### src/rtl/mem_access_pkg.sv
// -----------------------------------------------------------------------------
// mem_access_pkg
// Shared widths, ALU op codes, memory-stage FSM state codes and small helper
// functions for the memory-access pipeline stage.
// No ports (package).
// -----------------------------------------------------------------------------
package mem_access_pkg;

   localparam int REG_BUS          = 32;
   localparam int REG_ADDR_BUS     = 5;
   localparam int ALU_OP_BUS       = 8;
   localparam int RAM_ADDR_BUS     = 32;
   localparam int MEM_BYTE_CNT_BUS = 3;

   // Execute-stage op codes reused by the memory stage
   localparam logic [ALU_OP_BUS-1:0] EXE_NOP_OP = 8'h00;
   localparam logic [ALU_OP_BUS-1:0] EXE_ADD_OP = 8'h20;
   localparam logic [ALU_OP_BUS-1:0] EXE_LB_OP  = 8'hE0;
   localparam logic [ALU_OP_BUS-1:0] EXE_LH_OP  = 8'hE1;
   localparam logic [ALU_OP_BUS-1:0] EXE_LW_OP  = 8'hE3;
   localparam logic [ALU_OP_BUS-1:0] EXE_LBU_OP = 8'hE4;
   localparam logic [ALU_OP_BUS-1:0] EXE_LHU_OP = 8'hE5;
   localparam logic [ALU_OP_BUS-1:0] EXE_SB_OP  = 8'hE8;
   localparam logic [ALU_OP_BUS-1:0] EXE_SH_OP  = 8'hE9;
   localparam logic [ALU_OP_BUS-1:0] EXE_SW_OP  = 8'hEB;

   typedef enum logic [1:0] {
      MEM_IDLE   = 2'd0,
      MEM_ACCESS = 2'd1,
      MEM_WAIT   = 2'd2,
      MEM_DONE   = 2'd3
   } mem_state_t;

   // Number of byte transfers an op needs
   function automatic logic [MEM_BYTE_CNT_BUS-1:0] byte_count(input logic [ALU_OP_BUS-1:0] aluop);
      case (aluop)
         EXE_LW_OP, EXE_SW_OP:             byte_count = 3'd4;
         EXE_LH_OP, EXE_LHU_OP, EXE_SH_OP: byte_count = 3'd2;
         default:                          byte_count = 3'd1;
      endcase
   endfunction

   function automatic logic is_store(input logic [ALU_OP_BUS-1:0] aluop);
      case (aluop)
         EXE_SB_OP, EXE_SH_OP, EXE_SW_OP: is_store = 1'b1;
         default:                         is_store = 1'b0;
      endcase
   endfunction

   function automatic logic is_misaligned(input logic [ALU_OP_BUS-1:0] aluop,
                                          input logic [1:0]            addr_lo);
      case (aluop)
         EXE_LW_OP, EXE_SW_OP:             is_misaligned = (addr_lo != 2'd0);
         EXE_LH_OP, EXE_LHU_OP, EXE_SH_OP: is_misaligned = addr_lo[0];
         default:                          is_misaligned = 1'b0;
      endcase
   endfunction

   // Little-endian byte lane select
   function automatic logic [7:0] get_lane(input logic [REG_BUS-1:0] data,
                                           input logic [1:0]         idx);
      case (idx)
         2'd0:    get_lane = data[7:0];
         2'd1:    get_lane = data[15:8];
         2'd2:    get_lane = data[23:16];
         2'd3:    get_lane = data[31:24];
         default: get_lane = data[7:0];
      endcase
   endfunction

endpackage

### src/rtl/mem_access_load_ext.sv
// -----------------------------------------------------------------------------
// load_ext
// Combinational sign/zero extension of the assembled load buffer by op code.
// Ports:
//   i_aluop  in  ALU_OP_BUS  load op code (LB/LBU/LH/LHU/LW)
//   i_buf    in  REG_BUS     assembled little-endian load buffer
//   o_data   out REG_BUS     extended load result (0 for non-load ops)
// -----------------------------------------------------------------------------
module load_ext
   import mem_access_pkg::*;
(
   input  logic [ALU_OP_BUS-1:0] i_aluop,
   input  logic [REG_BUS-1:0]    i_buf,
   output logic [REG_BUS-1:0]    o_data
);

   // Extension select by load width and signedness
   always_comb begin
      o_data = 32'd0;
      case (i_aluop)
         EXE_LB_OP:  o_data = {{24{i_buf[7]}}, i_buf[7:0]};
         EXE_LBU_OP: o_data = {24'd0, i_buf[7:0]};
         EXE_LH_OP:  o_data = {{16{i_buf[15]}}, i_buf[15:0]};
         EXE_LHU_OP: o_data = {16'd0, i_buf[15:0]};
         EXE_LW_OP:  o_data = i_buf;
         default:    o_data = 32'd0;
      endcase
   end

endmodule

### src/rtl/mem_access.sv
// -----------------------------------------------------------------------------
// mem_access
// Memory-access pipeline stage. Performs loads/stores as byte-serial transfers
// on an 8-bit RAM port using a request/grant handshake, stalls the pipeline
// while busy, and returns extended load data or passes ALU results through.
// Optional feature macro: MEM_ALIGN_CHECK_EN (reject misaligned W/H accesses,
// flagging them on misalign_o instead of touching RAM).
// Ports:
//   clk, rst          clock, asynchronous active-high reset
//   wd_i/wreg_i/wdata_i   destination, write enable, ALU result from EX/MEM
//   aluop_i           op code;  mem_rw_i  load/store pending
//   mem_addr_i/mem_wdata_i  effective byte address, store data
//   ram_req_o/ram_gnt_i   byte request / grant
//   ram_addr_o/ram_wr_o/ram_wdata_o/ram_rdata_i  byte address, direction, data
//   wd_o/wreg_o/wdata_o   to MEM/WB
//   stallreq_o        pipeline stall request;  misalign_o  misaligned-access flag
// -----------------------------------------------------------------------------
module mem_access
   import mem_access_pkg::*;
(
   input  logic                    clk,
   input  logic                    rst,
   input  logic [REG_ADDR_BUS-1:0] wd_i,
   input  logic                    wreg_i,
   input  logic [REG_BUS-1:0]      wdata_i,
   input  logic [ALU_OP_BUS-1:0]   aluop_i,
   input  logic                    mem_rw_i,
   input  logic [RAM_ADDR_BUS-1:0] mem_addr_i,
   input  logic [REG_BUS-1:0]      mem_wdata_i,
   output logic                    ram_req_o,
   input  logic                    ram_gnt_i,
   output logic [RAM_ADDR_BUS-1:0] ram_addr_o,
   output logic                    ram_wr_o,
   output logic [7:0]              ram_wdata_o,
   input  logic [7:0]              ram_rdata_i,
   output logic [REG_ADDR_BUS-1:0] wd_o,
   output logic                    wreg_o,
   output logic [REG_BUS-1:0]      wdata_o,
   output logic                    stallreq_o,
   output logic                    misalign_o
);

   mem_state_t                  r_state;
   logic [MEM_BYTE_CNT_BUS-1:0] r_cnt;
   logic [REG_BUS-1:0]          r_buf;
   logic                        r_rd_pend;
   logic                        r_ram_req;
   logic [RAM_ADDR_BUS-1:0]     r_ram_addr;
   logic                        r_ram_wr;
   logic [7:0]                  r_ram_wdata;
   logic                        r_misalign;

   logic [MEM_BYTE_CNT_BUS-1:0] w_nbytes;
   logic [MEM_BYTE_CNT_BUS-1:0] w_cnt_nxt;
   logic                        w_last;
   logic                        w_store;
   logic                        w_misaligned;
   logic [1:0]                  w_cap_idx;
   logic [REG_BUS-1:0]          w_ext;

   assign w_nbytes  = byte_count(aluop_i);
   assign w_store   = is_store(aluop_i);
   assign w_cnt_nxt = r_cnt + 3'd1;
   assign w_last    = (w_cnt_nxt == w_nbytes);
   // cnt has already advanced past the granted byte when its data arrives
   assign w_cap_idx = r_cnt[1:0] - 2'd1;

`ifdef MEM_ALIGN_CHECK_EN
   assign w_misaligned = is_misaligned(aluop_i, mem_addr_i[1:0]);
`else
   assign w_misaligned = 1'b0;
`endif

   // Transfer FSM with registered RAM-port outputs and misalign flag
   always_ff @(posedge clk or posedge rst) begin
      if (rst) begin
         r_state     <= MEM_IDLE;
         r_cnt       <= 3'd0;
         r_ram_req   <= 1'b0;
         r_ram_addr  <= 32'd0;
         r_ram_wr    <= 1'b0;
         r_ram_wdata <= 8'd0;
         r_misalign  <= 1'b0;
      end else begin
         case (r_state)
            MEM_IDLE: begin
               r_misalign <= 1'b0;
               if (mem_rw_i) begin
                  r_cnt <= 3'd0;
                  if (w_misaligned) begin
                     r_state    <= MEM_DONE;
                     r_misalign <= 1'b1;
                  end else begin
                     r_state     <= MEM_ACCESS;
                     r_ram_req   <= 1'b1;
                     r_ram_addr  <= mem_addr_i;
                     r_ram_wr    <= w_store;
                     r_ram_wdata <= get_lane(mem_wdata_i, 2'd0);
                  end
               end else begin
                  r_state <= MEM_IDLE;
               end
            end
            MEM_ACCESS: begin
               // Without a grant everything on the RAM port holds
               if (ram_gnt_i) begin
                  r_cnt <= w_cnt_nxt;
                  if (w_last) begin
                     r_ram_req <= 1'b0;
                     r_ram_wr  <= 1'b0;
                     r_state   <= w_store ? MEM_DONE : MEM_WAIT;
                  end else begin
                     r_ram_addr  <= mem_addr_i + {{(RAM_ADDR_BUS-MEM_BYTE_CNT_BUS){1'b0}}, w_cnt_nxt};
                     r_ram_wdata <= get_lane(mem_wdata_i, w_cnt_nxt[1:0]);
                  end
               end else begin
                  r_state <= MEM_ACCESS;
               end
            end
            MEM_WAIT: begin
               r_state <= MEM_DONE;
            end
            MEM_DONE: begin
               r_state    <= MEM_IDLE;
               r_misalign <= 1'b0;
            end
            default: begin
               r_state <= MEM_IDLE;
            end
         endcase
      end
   end

   // Load buffer: cleared at op start, filled one lane the cycle after each read grant
   always_ff @(posedge clk or posedge rst) begin
      if (rst) begin
         r_buf     <= 32'd0;
         r_rd_pend <= 1'b0;
      end else begin
         r_rd_pend <= (r_state == MEM_ACCESS) && ram_gnt_i && !w_store;
         if ((r_state == MEM_IDLE) && mem_rw_i) begin
            r_buf <= 32'd0;
         end else if (r_rd_pend) begin
            r_buf[{w_cap_idx, 3'b000} +: 8] <= ram_rdata_i;
         end else begin
            r_buf <= r_buf;
         end
      end
   end

   load_ext u_load_ext (
      .i_aluop (aluop_i),
      .i_buf   (r_buf),
      .o_data  (w_ext)
   );

   assign ram_req_o   = r_ram_req;
   assign ram_addr_o  = r_ram_addr;
   assign ram_wr_o    = r_ram_wr;
   assign ram_wdata_o = r_ram_wdata;
   assign misalign_o  = r_misalign;

   assign stallreq_o = mem_rw_i && (r_state != MEM_DONE);
   assign wd_o       = wd_i;
   // A rejected misaligned op must not reach the register file
   assign wreg_o     = wreg_i && !stallreq_o && !r_misalign;

   // Result mux: extended load data in DONE, otherwise ALU pass-through
   always_comb begin
      wdata_o = wdata_i;
      if (mem_rw_i && (r_state == MEM_DONE)) begin
         if (w_store) begin
            wdata_o = 32'd0;
         end else begin
            wdata_o = w_ext;
         end
      end else begin
         wdata_o = wdata_i;
      end
   end

endmodule

### config.mk
export PLATFORM = sky130hd
export DESIGN_NAME = mem_access
export DESIGN_NICKNAME = d
export VERILOG_FILES = /design/src/rtl/mem_access_pkg.sv /design/src/rtl/mem_access_load_ext.sv /design/src/rtl/mem_access.sv
export SDC_FILE = /design/constraint.sdc
export NUM_CORES = 1
export LEC_CHECK = 0
export ABC_CLOCK_PERIOD_IN_PS = 7700
export CAP_MARGIN = 5
export CORE_UTILIZATION = 35
export DETAILED_ROUTE_END_ITERATION = 10
export GPL_ROUTABILITY_DRIVEN = 1
export PLACE_DENSITY = 0.69
export REMOVE_ABC_BUFFERS = 1
export SYNTH_ARGS = -nofsm -noshare
export SYNTH_HDL_FRONTEND = slang
export SYNTH_HIERARCHICAL = 1
export SYNTH_SLANG_ARGS = --single-unit
### constraint.sdc
create_clock -name clk -period 7.7 [get_ports clk]
set_clock_uncertainty 0.15 [all_clocks]
set_input_delay 2.31 -clock clk [delete_from_list [all_inputs] [get_ports clk]]
set_output_delay 2.31 -clock clk [all_outputs]
set_load 0.005 [all_outputs]
Yosys cells after proc, flatten, opt, wreduce, memory -nomap -nowiden

Index checks and enable logic that the tools add are counted.

Bits in registers: 80
Input port bits: 122
Output and inout bits: 82
Word-level logic and storage cells: 84

$add $sub $neg: 4
Eq/ne operators: 21
Shift operators: 2
Muxes and demuxes: 31
Reductions and logical operators: 18

Operators by type and width:

| kind                                                                   | count |
|---|---|
| 32-bit 2-to-1 mux                                                      | 7 |
| 32-bit one-hot mux with 5 select lines                                 | 1 |
| 8-bit == test, second input constant                                   | 8 |
| 32-bit one-hot mux with 2 select lines                                 | 1 |
| 32-bit by 3-bit adder with 32-bit output                               | 1 |
| 32-bit bitwise mux                                                     | 1 |
| 8-bit one-hot mux with 4 select lines                                  | 1 |
| 8-bit by 7-bit variable shift with 32-bit output, first input constant | 1 |
| 8-bit by 7-bit indexed part select with 32-bit output                  | 1 |
| 8-bit 2-to-1 mux                                                       | 3 |
| 8-bit one-hot mux with 2 select lines                                  | 1 |
| 3-bit one-hot mux with 2 select lines                                  | 2 |
| 2-bit inequality test, second input constant                           | 5 |
| 2-bit == test, second input constant                                   | 4 |
| 2-bit one-hot mux with 4 select lines                                  | 1 |
| 4-bit AND reduction                                                    | 2 |
| 1-bit 2-to-1 mux                                                       | 7 |
| 5-bit negator with 7-bit output                                        | 1 |
| 1-bit logical AND                                                      | 6 |
| 3-bit 2-to-1 mux                                                       | 2 |
| 3-bit OR reduction                                                     | 2 |
| 2-bit by 1-bit == test with 1-bit output, second input constant        | 2 |
| 2-bit zero test                                                        | 2 |
| 2-bit 2-to-1 mux                                                       | 2 |
| other kinds (9)                                                        | 12 |

Longest topological paths before layout

Gate-level depths: netlist of run 1.

Depth after elaboration: 7
Gate-level depth with buffers: 11
Mapped depth without buffers: 9

By module

The synthesis of run 1 kept the hierarchy.

Modules (own cells, without submodules):

| module     | instances | cells each | area each (µm²) |
|---|---|---|---|
| mem_access | 1         | 510        | 4764.6 |
| load_ext   | 1         | 75         | 476.7 |

Worst setup path after synthesis of run 1

OpenSTA, ideal clock, no wires.

Path kind: input -> output
Start point: input aluop_i[3]
End point: output wdata_o[10]
Arrival time: 3396 ps
Required time: 5240 ps
Setup slack: 1844 ps
Stages on the path: 7
Path buffers: 2
Cells stage by stage: nand2b_4 -> or3_1 -> buf_6 -> buf_6 -> a21oi_1 -> nand2_1 -> o21ai_0

Elaborated cells between the ends (all ways): 13

RTL lines:

| item                                     | line                      | text |
|---|---|---|
| start: declaration                       | mem_access.sv:26          | `input logic [ALU_OP_BUS-1:0] aluop_i,` |
| 8-bit == test                            | mem_access_load_ext.sv:20 | `case (i_aluop)` |
| 32-bit one-hot mux with 5 select lines * | mem_access_load_ext.sv:20 |  |
| named net w_ext[10]                      | mem_access.sv:59          | `logic [REG_BUS-1:0] w_ext;` |
| 32-bit 2-to-1 mux *                      | mem_access.sv:172         | `if (w_store) begin` |
| 32-bit 2-to-1 mux *                      | mem_access.sv:171         | `if (mem_rw_i && (r_state == MEM_DONE)) begin` |
| end: declaration                         | mem_access.sv:38          | `output logic [REG_BUS-1:0] wdata_o,` |

The timed path passes the listed nets; every way through them passes the cells marked *.

Worst setup path after layout of run 1

Start point: input aluop_i[1]
End point: output wdata_o[26]

The elaborated chain is that of the path after synthesis.

==> flow_summary.toml, run 1 <==
[critical_path]
path_class = "in2out"
path_cells = "clkdlybuf4s50_1 > and3b_1 > nand2_1 > a21oi_2 > nand2_1 > o21ai_0 > clkdlybuf4s50_1"
max_stage_delay_ns = 0.73
r2r_end = "ram_addr_o[21]"
critical_path_peak_fanout = 16
endpoint_kind = "output pin"
critical_path_arrival_ns = 4.66
reg2reg_from = "r_cnt[0]"
setup.worst_path.start_class = "input port"
path_delay_family = "buffers and inverters"
critPathBufInv = 2
reg2regPathDepth = 6
r2r_slack_ns = 4.20
critPathRequiredTime_ns = 5.24
worst_path_max_delay_cell = "clkdlybuf4s50_1"

[global_routing]
grt_overflow = 0
gr-usage-all-layers = 0.205
grt_pass1_vias = 5084
antenna_found_initial = 0
grt_max_degree = 81
grt_pass1_wl_um = 26000

[clock_network]
clk_path_buf_depth = 2
cts_setup_buffers = 0
cts_resized = 0
clock-sinks = 80
cts_hold_buf = 0
h-tree-depth = 3
cts_buffers = 9
cts_root_buf = "clkbuf_16"
cts_tree = "done"
path_clk_slew_ns = 0.05
clock_latency_ns = 0.33

[outcome]
status = "complete, no violations"

[detailed_routing]
vias = 4972
firstDrtPassIters = 5
wire_per_inst_um = 16.5
routed_wl_um = 15500
ant_nets = 0
drt_iter0_drc = 238
drcViolationCount = 0
vias_per_cell = 5.29

[floorplanning]
start_util = 0.359
io-pin-count = 204
die_x_um = 124
core_um2 = 14600
num_rows = 44
die_area_um2 = 15500
fp.dieH_um = 124

[min_path]
min_path_cells = 1
hold_path_class = "reg2reg"
worstHoldStart = "ram_req_o"
worstHoldEndpoint = "ram_req_o"

[finish]
area_growth_pct = 42.9
drive_above_1_share = 0.0833
diodes = 0
n_fill_cell = 1357
final_nets = 884
fin_util = 0.513

[power_and_ir_drop]
p_per_area_nw_per_um2 = 300
leakagePower_uw = 0.00296
peakVddDrop_mv = 0.176

[yosys]
synth.cell_area_um2 = 5240
synth_top_area_frac = 0.382
ys_warn_count = 6
ys_seq_area_frac = 0.382
synthCells = 585
yosysTopAreaCell = "dfrtp_1"
synth_cell_type_count = 53
synth_edf_count = 0
synth-main-ff-cell = "dfrtp_1"
syn_avg_cell_area_um2 = 8.96
ys_async_sr_fraction = 1.00
ys_seq_elements = 80
synthTopCellsByArea = "dfrtp_1 (38%), nand2_1 (7.0%), mux2_4 (6.9%), a21oi_1 (5.1%), a22o_1 (5.0%)"

[timing]
finalHoldViolations = 0
hold_ws_ns = 0.340
max_freq_mhz = 140
post-route-period-util = 0.925
tns_ns = 0
grt_setup_unrepaired = "false"
setup_viol = 0
drv_slew = 0
tightest_slew_ns = 1.21
layout_min_cycle_time_ns = 7.12
slew_headroom = 0.182

[place]
io_buffers = 192
hpwl_um = 11500
gp_congestion = 0.903

[run]
cap_violations = 0
[synthesized netlist by cell type (2+ instances only)]
master,count
a211oi_1,2
a22o_1,30
or3_1,5
xnor2_1,22
ha_1,10
and3_1,8
a211o_1,2
a21oi_1,53
and2_1,13
nand3_1,19
a21oi_2,12
and4_1,2
buf_2,7
inv_1,8
xor2_1,4
nand2_1,98
mux2_4,24
a21o_1,2
dfrtp_1,80
o21ai_0,51
nand2b_1,4
buf_4,7
nand4_1,13
nor3_1,13
a31oi_1,5
buf_6,8
nor2b_1,7
clkbuf_1,19
or4_1,2
and4b_1,3
a222oi_1,8
buf_1,3
nor2_1,21
[how the worst max path moves through the flow]
| stage | depth (start not counted) | slack, ns | end | start |
|---|---|---|---|---|
| 6_report | 7 | 0.58 | wdata_o[26] | aluop_i[1] |
| 5_1_grt | 7 | 0.45 | wdata_o[25] | aluop_i[1] |
| 4_1_cts | 7 | 0.60 | wdata_o[0] | aluop_i[2] |
| 3_5_place_dp | 7 | 0.61 | wdata_o[0] | aluop_i[2] |
| 3_3_place_gp | 7 | 0.70 | wdata_o[1] | aluop_i[2] |
| 2_1_floorplan | 5 | 1.66 | wdata_o[10] | aluop_i[3] |
[flip-flops by register name (all words and copies together), names as in the netlist, named ones only]
name / cells
ram_addr_o: 32
ram_wdata_o: 8
ram_wr_o: 1
r_buf: 32
r_rd_pend: 1
ram_req_o: 1
r_cnt: 3
r_state: 1
[worst register-to-register path, cell delays in order (launching register included)]
cell and delay, ns:
dfrtp_1 0.52, inv_1 0.23, ha_1 0.52, nor3_1 0.12
a31oi_2 0.71, and2_4 0.70, mux2_2 0.43
[stage by stage]
stage | std cells | power [uW] | area (um2) | setup WS [ns]
after floorplan | 541 | 1290 | 4980 | 1.66
after global placement | 924 | 1790 | 7190 | 0.699
after detailed placement | 924 | 1820 | 7190 | 0.607
after CTS | 940 | 2270 | 7490 | 0.602
after global routing | 940 | 2410 | 7490 | 0.452
final | 940 | 2240 | 7490 | 0.581
[routing by layer]
metal	track usage	share of wire	vias up
met3	0.0528	0.065	17
met1	0.261	0.45	2340
met2	0.338	0.47	192
met4	0.0638	0.014	0
met5	0	0	-
li1	-	-	2423
[where the power goes]
group	switching (uW)	internal, uW
combinational	514	616
sequential	107	575
clock	164	268
total	784	1460
[cell usage in the layout, fill, tap and decap left out, types with 9 or more instances in the layout]
cell             count
nor2_1              21
nand3_1             19
o21ai_0             51
clkbuf_16            9
ha_1                10
a21oi_2             12
a22o_1              30
mux2_4              24
nand2_1             98
a21oi_1             53
dfrtp_1             80
clkdlybuf4s50_1    192
xnor2_1             22
and2_1              13
nor3_1              13
nand4_1             13
[cells by family after synthesis]
logic type                 share of synthesized area
muxes                                         0.0709
and+or+nand+nor                                0.199
other                                       0.000715
AOI/OAI and AO/OA                              0.221
DFF                                            0.382
buffers and inverters                         0.0554
xor gates and xnor gates                      0.0434
adders and majority gates                     0.0277
[layout make-up]
type | instances | area [um2] | area share
Clock buffer | 13 | 260 | 0.0348
Tap cell | 184 | 230 | 0.0307
Timing Repair Buffer | 199 | 1970 | 0.264
Clock inverter | 3 | 40.0 | 0.00535
Sequential cell | 80 | 2000 | 0.267
Inverter | 8 | 31.3 | 0.00418
Multi-Input combinational cell | 453 | 2950 | 0.394
No activity file was read; power rests on OpenSTA's default activity.
==> run 2: changes to the inputs <==
--- a/config.mk
+++ b/config.mk
@@ -8,10 +8,12 @@
 export ABC_CLOCK_PERIOD_IN_PS = 7700
 export CAP_MARGIN = 5
 export CORE_UTILIZATION = 35
+export CTS_BUF_LIST = sky130_fd_sc_hd__clkbuf_8
 export DETAILED_ROUTE_END_ITERATION = 10
 export GPL_ROUTABILITY_DRIVEN = 1
 export PLACE_DENSITY = 0.69
 export REMOVE_ABC_BUFFERS = 1
+export SKIP_LAST_GASP = 1
 export SYNTH_ARGS = -nofsm -noshare
 export SYNTH_HDL_FRONTEND = slang
 export SYNTH_HIERARCHICAL = 1
==> run 2 against run 1 <==
  * Wire length increased by 0.35%
  * Global-route usage decreased by 0.067 points
  * Final cell count unchanged
  * Highest routed layer unchanged
  * Largest cell class unchanged
  * Critical path type unchanged
  * Register-to-register slack about the same
  * Combinational power about the same
  * Fmax about the same
  * Clock power decreased by 27%
  * Die area unchanged
  * Non-clock buffer count unchanged
  * Critical path depth unchanged
  * Worst hold slack improved by 0.0040 ns
==> flow_summary.toml, run 2 (same netlist as run 1, synthesis figures left out) <==
[outcome]
status = "complete, no violations"

[clock_network]
path_clk_slew_ns = 0.07
cts_hold_buf = 0
clk_path_buf_depth = 2
cts_resized = 0
clock-sinks = 80
cts_root_buf = "clkbuf_8"
clock_latency_ns = 0.35
cts_buffers = 9
h-tree-depth = 3
cts_tree = "done"
cts_setup_buffers = 0

[detailed_routing]
ant_nets = 0
firstDrtPassIters = 5
wire_per_inst_um = 16.6
drcViolationCount = 0
vias = 4983
vias_per_cell = 5.30
drt_iter0_drc = 247
routed_wl_um = 15600

[global_routing]
grt_max_degree = 81
grt_overflow = 0
gr-usage-all-layers = 0.204
antenna_found_initial = 0
grt_pass1_vias = 5081
grt_pass1_wl_um = 25900

[finish]
seq_area_um2 = 2000
drive_above_1_share = 0.0833
mostFrequentLayoutCells = "clkdlybuf4s50_1 (192), nand2_1 (98), dfrtp_1 (80), a21oi_1 (53), o21ai_0 (51)"
area_growth_pct = 40.9
final_nets = 884
diodes = 0
multiInputGateArea_um2 = 2950
n_fill_cell = 1370
layout_commonest_cell = "clkdlybuf4s50_1"

[timing]
hold_ws_ns = 0.344
drv_slew = 0
tns_ns = 0
setup_viol = 0
layout_min_cycle_time_ns = 7.12
post-route-period-util = 0.924
grt_setup_unrepaired = "false"
tightest_slew_ns = 1.15
max_freq_mhz = 141
finalHoldViolations = 0
slew_headroom = 0.224

[power_and_ir_drop]
seq_power_share = 0.320
p_per_area_nw_per_um2 = 288
clockPowerShare = 0.149
leakagePower_uw = 0.00293
p_sw_uw = 774
swShare = 0.364
peakVddDrop_mv = 0.189
pwr-share-comb = 0.531
internal-power_uw = 1350
power.total_uw = 2130

[critical_path]
path_class = "in2out"
critical_path_peak_fanout = 16
crit_start = "aluop_i[1]"
path_cells = "clkdlybuf4s50_1 > and3b_1 > nand2_1 > a21oi_2 > nand2_1 > o21ai_0 > clkdlybuf4s50_1"
worst_path_max_delay_cell = "clkdlybuf4s50_1"
critical_path_arrival_ns = 4.66
max_stage_delay_ns = 0.73
endpoint_kind = "output pin"
critPathRequiredTime_ns = 5.24
setup.worst_path.start_class = "input port"
reg2reg_from = "r_cnt[0]"

[place]
gp_congestion = 0.903
io_buffers = 192
hpwl_um = 11500

[run]
cap_violations = 0

[floorplanning]
fp.dieH_um = 124
die_x_um = 124
core_um2 = 14600
start_util = 0.359
num_rows = 44
io-pin-count = 204
die_area_um2 = 15500

[min_path]
worstHoldStart = "ram_req_o"
hold_path_class = "reg2reg"
run 2: final timing paths:
kind | end | slack [ns] | depth (start not counted)
worst min-delay path | ram_req_o | 0.34 | 1
worst max register to register | ram_addr_o[30] | 4.20 | 9
max in group asynchronous | r_buf[0] | 4.27 | 3
min in group asynchronous | ram_addr_o[4] | 2.45 | 3
worst min register to register | ram_req_o | 0.34 | 1
worst max-delay path | wdata_o[26] | 0.58 | 7
run 2: layer usage:
layer	wire length, um	vias to the layer above	global-route usage
li1	-	2421	-
met1	6890	2341	0.261
met2	7410	204	0.337
met3	1060	17	0.0528
met4	206	0	0.0631
met5	0	-	0
run 2: final cells by class:
type,instances,area share
clock buffer,11,0.0205
clock inverter,5,0.00644
inverter,8,0.00424
multi-input combinational,453,0.399
sequential,80,0.271
tap,184,0.0312
timing repair buffer,199,0.267
run 2: power by group through the flow:
stage / Sequential (uW) / Combinational, uW / Clock (uW)
4_1_cts: 682 / 1140 / 329
3_3_place_gp: 681 / 1110 / 0
2_1_floorplan: 674 / 611 / 0
3_5_place_dp: 684 / 1130 / 0
5_1_grt: 704 / 1240 / 347
6_report: 681 / 1130 / 317
run 2: worst max-delay path: cells and delay by family:
family,cells,cell delay (ns)
buf+inv,2,1.27
compound gates,2,0.31
simple gates,3,0.75
run 2: metrics by stage:
| stage | utilization | setup WS (ns) | cell area, um2 | instances |
|---|---|---|---|---|
| global placement | 0.493 | 0.699 | 7190 | 924 |
| floorplan | - | 1.66 | 4980 | 541 |
| global route | 0.506 | 0.452 | 7390 | 940 |
| CTS | 0.506 | 0.602 | 7390 | 940 |
| detailed placement | 0.493 | 0.607 | 7190 | 924 |
| finish | 0.506 | 0.584 | 7390 | 940 |
